`src/rtl/muldiv_sequencer.sv`:
```
// Sequencer for the RV32M iterative multiply/divide datapath: LOAD, XLEN RUN steps, FIX, then a one-cycle DONE.
// Latency: start to done is XLEN+3 cycles, or 3 cycles for divide-by-zero (the RUN steps are skipped).
// Backpressure: holds F/D/E with a combinational stall from the cycle start is accepted until DONE; flush_e aborts.
module muldiv_sequencer #(
   parameter int XLEN  = 32,
   parameter int CNT_W = 6
) (
   input  logic             clk,
   input  logic             rst_n,
   input  logic             start,
   input  logic [2:0]       funct3,
   input  logic             flush_e,
   input  logic             a_neg,
   input  logic             b_neg,
   input  logic             b_zero,
   output logic             dp_load,
   output logic             dp_step,
   output logic             dp_is_div,
   output logic             dp_signed_a,
   output logic             dp_signed_b,
   output logic             dp_sel_hi,
   output logic             dp_negate,
   output logic             dp_dbz,
   output logic             stall,
   output logic             busy,
   output logic             done,
   output logic [CNT_W-1:0] iter
);

   typedef enum logic [2:0] {
      S_IDLE = 3'd0,
      S_LOAD = 3'd1,
      S_RUN  = 3'd2,
      S_FIX  = 3'd3,
      S_DONE = 3'd4
   } state_t;

   localparam logic [CNT_W-1:0] ITER_LAST = CNT_W'(XLEN - 1);

   state_t           state_q, state_d;
   logic [2:0]       f3_q, f3_d;
   logic             sa_q, sa_d;
   logic             sb_q, sb_d;
   logic             dbz_q, dbz_d;
   logic [CNT_W-1:0] iter_q, iter_d;

   logic             is_div, is_rem, signed_a, signed_b, sel_hi;

   // Operation class decoded from the latched funct3.
   always_comb begin
      is_div   = f3_q[2];
      is_rem   = f3_q[2] & f3_q[1];
      signed_a = (f3_q == 3'b001) | (f3_q == 3'b010) | (f3_q == 3'b100) | (f3_q == 3'b110);
      signed_b = (f3_q == 3'b001) | (f3_q == 3'b100) | (f3_q == 3'b110);
      sel_hi   = (f3_q == 3'b001) | (f3_q == 3'b010) | (f3_q == 3'b011) | f3_q[1] & f3_q[2];
   end

   // Next state, operand latching and the iteration counter.
   always_comb begin
      state_d = state_q;
      f3_d    = f3_q;
      sa_d    = sa_q;
      sb_d    = sb_q;
      dbz_d   = dbz_q;
      iter_d  = '0;
      case (state_q)
         S_IDLE: begin
            if (start && !flush_e) begin
               f3_d    = funct3;
               state_d = S_LOAD;
            end
         end
         S_LOAD: begin
            // Sign flags only matter for operands treated as signed.
            sa_d  = a_neg & signed_a;
            sb_d  = b_neg & signed_b;
            dbz_d = is_div & b_zero;
            if (flush_e)
               state_d = S_IDLE;
            else if (is_div && b_zero)
               state_d = S_FIX;
            else
               state_d = S_RUN;
         end
         S_RUN: begin
            if (flush_e) begin
               state_d = S_IDLE;
            end else if (iter_q == ITER_LAST) begin
               state_d = S_FIX;
            end else begin
               iter_d = iter_q + 1'b1;
            end
         end
         S_FIX: begin
            state_d = flush_e ? S_IDLE : S_DONE;
         end
         S_DONE: begin
            // Result is handed over regardless of flush; any start here is dropped.
            state_d = S_IDLE;
         end
         default: begin
            state_d = S_IDLE;
         end
      endcase
   end

   // State and latched-field registers.
   always_ff @(posedge clk or negedge rst_n) begin
      if (!rst_n) begin
         state_q <= S_IDLE;
         f3_q    <= 3'b000;
         sa_q    <= 1'b0;
         sb_q    <= 1'b0;
         dbz_q   <= 1'b0;
         iter_q  <= '0;
      end else begin
         state_q <= state_d;
         f3_q    <= f3_d;
         sa_q    <= sa_d;
         sb_q    <= sb_d;
         dbz_q   <= dbz_d;
         iter_q  <= iter_d;
      end
   end

   // Datapath controls decoded from the state and latched fields.
   always_comb begin
      dp_load     = (state_q == S_LOAD);
      dp_step     = (state_q == S_RUN);
      dp_is_div   = is_div;
      dp_signed_a = signed_a;
      dp_signed_b = signed_b;
      dp_sel_hi   = sel_hi;
      dp_negate   = (state_q == S_FIX) & ~dbz_q & (is_rem ? sa_q : (sa_q ^ sb_q));
      dp_dbz      = (state_q == S_FIX) & dbz_q;
      stall       = ((state_q == S_IDLE) & start & ~flush_e) |
                    (state_q == S_LOAD) | (state_q == S_RUN) | (state_q == S_FIX);
      busy        = (state_q != S_IDLE);
      done        = (state_q == S_DONE);
      iter        = iter_q;
   end

endmodule
```
`config.mk`:
```
export PLATFORM = sky130hd
export DESIGN_NAME = muldiv_sequencer
export DESIGN_NICKNAME = d
export VERILOG_FILES = /design/src/rtl/muldiv_sequencer.sv
export SDC_FILE = /design/constraint.sdc
export NUM_CORES = 1
export LEC_CHECK = 0
export BUFFER_PORTS_ARGS = -buffer_cell sky130_fd_sc_hd__buf_4
export CORE_UTILIZATION = 43
export CTS_BUF_LIST = sky130_fd_sc_hd__clkbuf_16
export CTS_CLUSTER_SIZE = 30
export DETAILED_ROUTE_END_ITERATION = 8
export PLACE_DENSITY = 0.73
export SLEW_MARGIN = 20
export SYNTH_ARGS = -nofsm -noshare
export SYNTH_HDL_FRONTEND = slang
export SYNTH_SLANG_ARGS = --single-unit
export TNS_END_PERCENT = 20
```
`constraint.sdc`:
```
create_clock -name clk -period 1.45 [get_ports clk]
set_input_delay 0.145 -clock clk [delete_from_list [all_inputs] [get_ports clk]]
set_output_delay 0.145 -clock clk [all_outputs]
set_load 0.02 [all_outputs]
```
==> results.py <==
metrics = {
    "synth": {
        "syn_avg_cell_area_um2": 10.8,
        "syn_inst": 72,
        "synth_top_family_by_area": "simple AND/OR/NAND/NOR gates",
        "syn_area_um2": 776,
        "synth_seq_cells": 15,
        "synth_ff_type": "dfrtp_1",
        "synth_compound_area_share_pct": 9.35,
        "synth.area.mux_share_pct": 5.81,
        "syn-num-nets": 83,
        "synthSimpleGateAreaFrac_pct": 25.5,
        "synth_cell_types": 28,
        "synth-xor-area-share_pct": 6.77,
        "ys.warnings.count": 0,
        "seq_area_frac_synth_pct": 48.4,
        "async_flop_share_pct": 100,
        "synth_edf_count": 0,
        "synthAdderAreaFrac_pct": 1.61,
    },
    "cts": {
        "clock_path_buffers": 2,
        "cts_tree": "built",
        "post-cts-setup-buffer-count": 0,
        "clockRootBuffer": "clkbuf_16",
        "path_clk_slew_ns": 0.05,
        "clk_latency_ns": 0.24,
        "cts_max_level": 1,
        "numCtsBuffers": 3,
        "clock-sinks": 15,
    },
    "floorplanning": {
        "rows": 14,
        "num_io_pins": 27,
        "die-area_mm2": 0.00198,
        "die_w_um": 44.5,
        "die_h_um": 44.5,
        "initial_core_util_pct": 48.7,
        "core-area_mm2": 0.00159,
    },
    "placement": {
        "dpl_cell_area_mm2": 0.00104,
        "gp_congestion": 0.841,
        "portBuffers": 26,
        "hpwlAfterDp_um": 1320,
    },
    "timing": {
        "rsz0062_at_grt": "true",
        "relSlewSlack_pct": 75.8,
        "drv_slew": 0,
        "post-route-period-util_pct": 98.0,
        "final_hold_viol_count": 0,
        "skew_ns": 0.00213,
        "whs_ns": 0.117,
        "setup_violations": 0,
        "fmax_ghz": 0.704,
        "min_period_ns": 1.42,
        "tightest_slew_ns": 0.359,
    },
    "worst_setup_path": {
        "cp-end-kind": "flop",
        "arrival_ns": 1.54,
        "cp_data_required_time_ns": 1.57,
        "startpoint": "state_q[0]",
        "critical_path_class": "reg -> reg",
        "rr_startpoint": "state_q[0]",
        "crit_fanout": 3,
        "critPathLaunchType": "flop",
    },
    "pwr": {
        "p_leak_nw": 0.546,
        "vdd_ir_drop_max_uv": 1250,
        "powerDensity_mw_per_mm2": 2020,
    },
    "routing": {
        "vias": 643,
        "routed_via_density": 4.87,
        "firstDrtPassIters": 4,
        "routed_wl_um": 1670,
        "avgRoutedWirePerCell_um": 12.7,
        "drt_iter0_drc": 8,
        "postRouteAntennaNets": 0,
        "drcViolationCount": 0,
    },
    "grt": {
        "antenna_found_initial": 0,
        "grt_use_total_pct": 19.1,
        "grt.overflow.total": 0,
        "grt_pass1_wl_um": 2530,
        "grt_start_max_net_pins": 16,
        "grt_pass1_vias": 597,
    },
    "finish": {
        "areaGrowthSynthToFinish_pct": 47.4,
        "nFillCells": 115,
        "multiInputGateArea_um2": 392,
        "register_area_um2": 378,
        "design_area_mm2": 0.00114,
        "diodes": 0,
        "fin_nets": 120,
        "drive_gt1_share_pct": 45.4,
    },
    "outcome": {
        "status": "completed",
    },
    "hold_path": {
        "min_from": "flush_e",
        "hold_class": "in -> reg",
    },
    "job": {
        "cap_violations": 0,
    },
}
-- state kept, by name (all words and copies together), names as in the netlist --
register  count
f3_q          3
sa_q          1
state_q       3
iter          6
dbz_q         1
sb_q          1
-- routing by layer --
layer  routed length [µm]  global-route usage [%]  vias to the layer above  part of all wire (%)
met5                    0                       0                        -                     0
li1                     -                       -                      322                     -
met3                   93                    6.53                        6                   5.6
met4                   45                    11.5                        0                   2.7
met1                  771                    24.6                      294                    46
met2                  761                    27.6                       21                    46
-- per-stage QoR --
step	worst slack [ns]	power, mW	TNS (ns)	util (%)	std cells
finish	0.0290	2.31	0	71.7	132
global route	-0.0334	2.43	-0.0918	71.7	132
CTS	0.00706	2.31	0	71.4	132
detailed placement	0.0334	1.76	0	65.1	127
global placement	0.0401	1.74	0	65.1	127
floorplan	-0.128	1.33	-0.468	-	72
-- final timing paths --
check / endpoint / slack [ns] / cells past startpoint
worst max register to register: f3_q[1] / 0.03 / 3
max in group asynchronous: f3_q[2] / 0.97 / 2
worst min register to register: iter[0] / 0.54 / 2
worst max-delay path: f3_q[1] / 0.03 / 3
min in group asynchronous: dbz_q / 0.29 / 2
worst min-delay path: state_q[1] / 0.12 / 2
-- cell type report --
class                   count  area share (%)
clock buffers               3            6.56
clock inverters             1           0.328
inverters                   1           0.328
multi-input cells          54            34.2
flip-flops and latches     15            33.0
well taps                  24            2.63
repair buffers             34            22.9
-- where the power goes --
group / internal, mW / leakage, nW / switching, mW
logic: 0.585 / 0.308 / 0.574
clock network: 0.363 / 0.0423 / 0.150
registers: 0.533 / 0.196 / 0.100
total: 1.48 / 0.546 / 0.824
-- cells by family (layout without fill, tap and decap cells) --
logic type                 Yosys count  in the layout
AOI/OAI and AO/OA                   11             11
xor gates and xnor gates             6              6
adders and majority gates            1              1
buffers and inverters                3             39
DFF                                 15             15
muxes                                3              3
and+or+nand+nor                     33             33
-- placed cells by master (no fill, tap or decap) --
| cell type | count |
|---|---|
| nor2_2 | 1 |
| a21oi_1 | 2 |
| dfrtp_2 | 2 |
| buf_4 | 32 |
| inv_1 | 2 |
| nand2_1 | 1 |
| a211oi_1 | 1 |
| nor3b_2 | 1 |
| buf_6 | 1 |
| clkbuf_16 | 3 |
| nand3b_1 | 2 |
| nand3_1 | 4 |
| ha_1 | 1 |
| mux2_4 | 3 |
| a21boi_2 | 1 |
| or2_4 | 1 |
| nor3_2 | 1 |
| and2_1 | 2 |
| or3_4 | 1 |
| nor3_1 | 1 |
| nor2b_1 | 2 |
| dlygate4sd3_1 | 1 |
| a31o_2 | 2 |
| o21ai_1 | 2 |
| nand2b_1 | 6 |
| xor2_1 | 2 |
| xnor2_1 | 4 |
| o21ai_0 | 2 |
| dfrtp_1 | 13 |
| nor4b_1 | 1 |
| nor3b_1 | 1 |
| or4_1 | 1 |
| o211a_1 | 1 |
| nor2_1 | 7 |
-- timing repair --
item                                    CTS  global route
hold buffers                              1             0
gates resized for setup                   4             5
hold endpoints to repair                 15             0
pin swaps                                 0             1
endpoints found under the setup margin    1             6
-- synth_stat cells, types with 2 or more instances --
master | count | area, µm²
and2_1 | 2 | 12.5
dfrtp_1 | 15 | 375
nor3_1 | 2 | 10.0
mux2_4 | 3 | 45.0
nor2b_1 | 2 | 12.5
nor2_1 | 8 | 30.0
nand2b_1 | 6 | 37.5
o21ai_0 | 4 | 20.0
a31o_2 | 2 | 17.5
nand3b_1 | 2 | 15.0
a21oi_1 | 2 | 10.0
xnor2_1 | 4 | 35.0
xor2_1 | 2 | 17.5
nand3_1 | 4 | 20.0
-- critical path: stages (launching register included) --
cell	delay [ns]
dfrtp_1	0.37
or3_4	0.38
or2_4	0.26
mux2_4	0.29
Note: power is estimated with default switching activity, not from simulation.
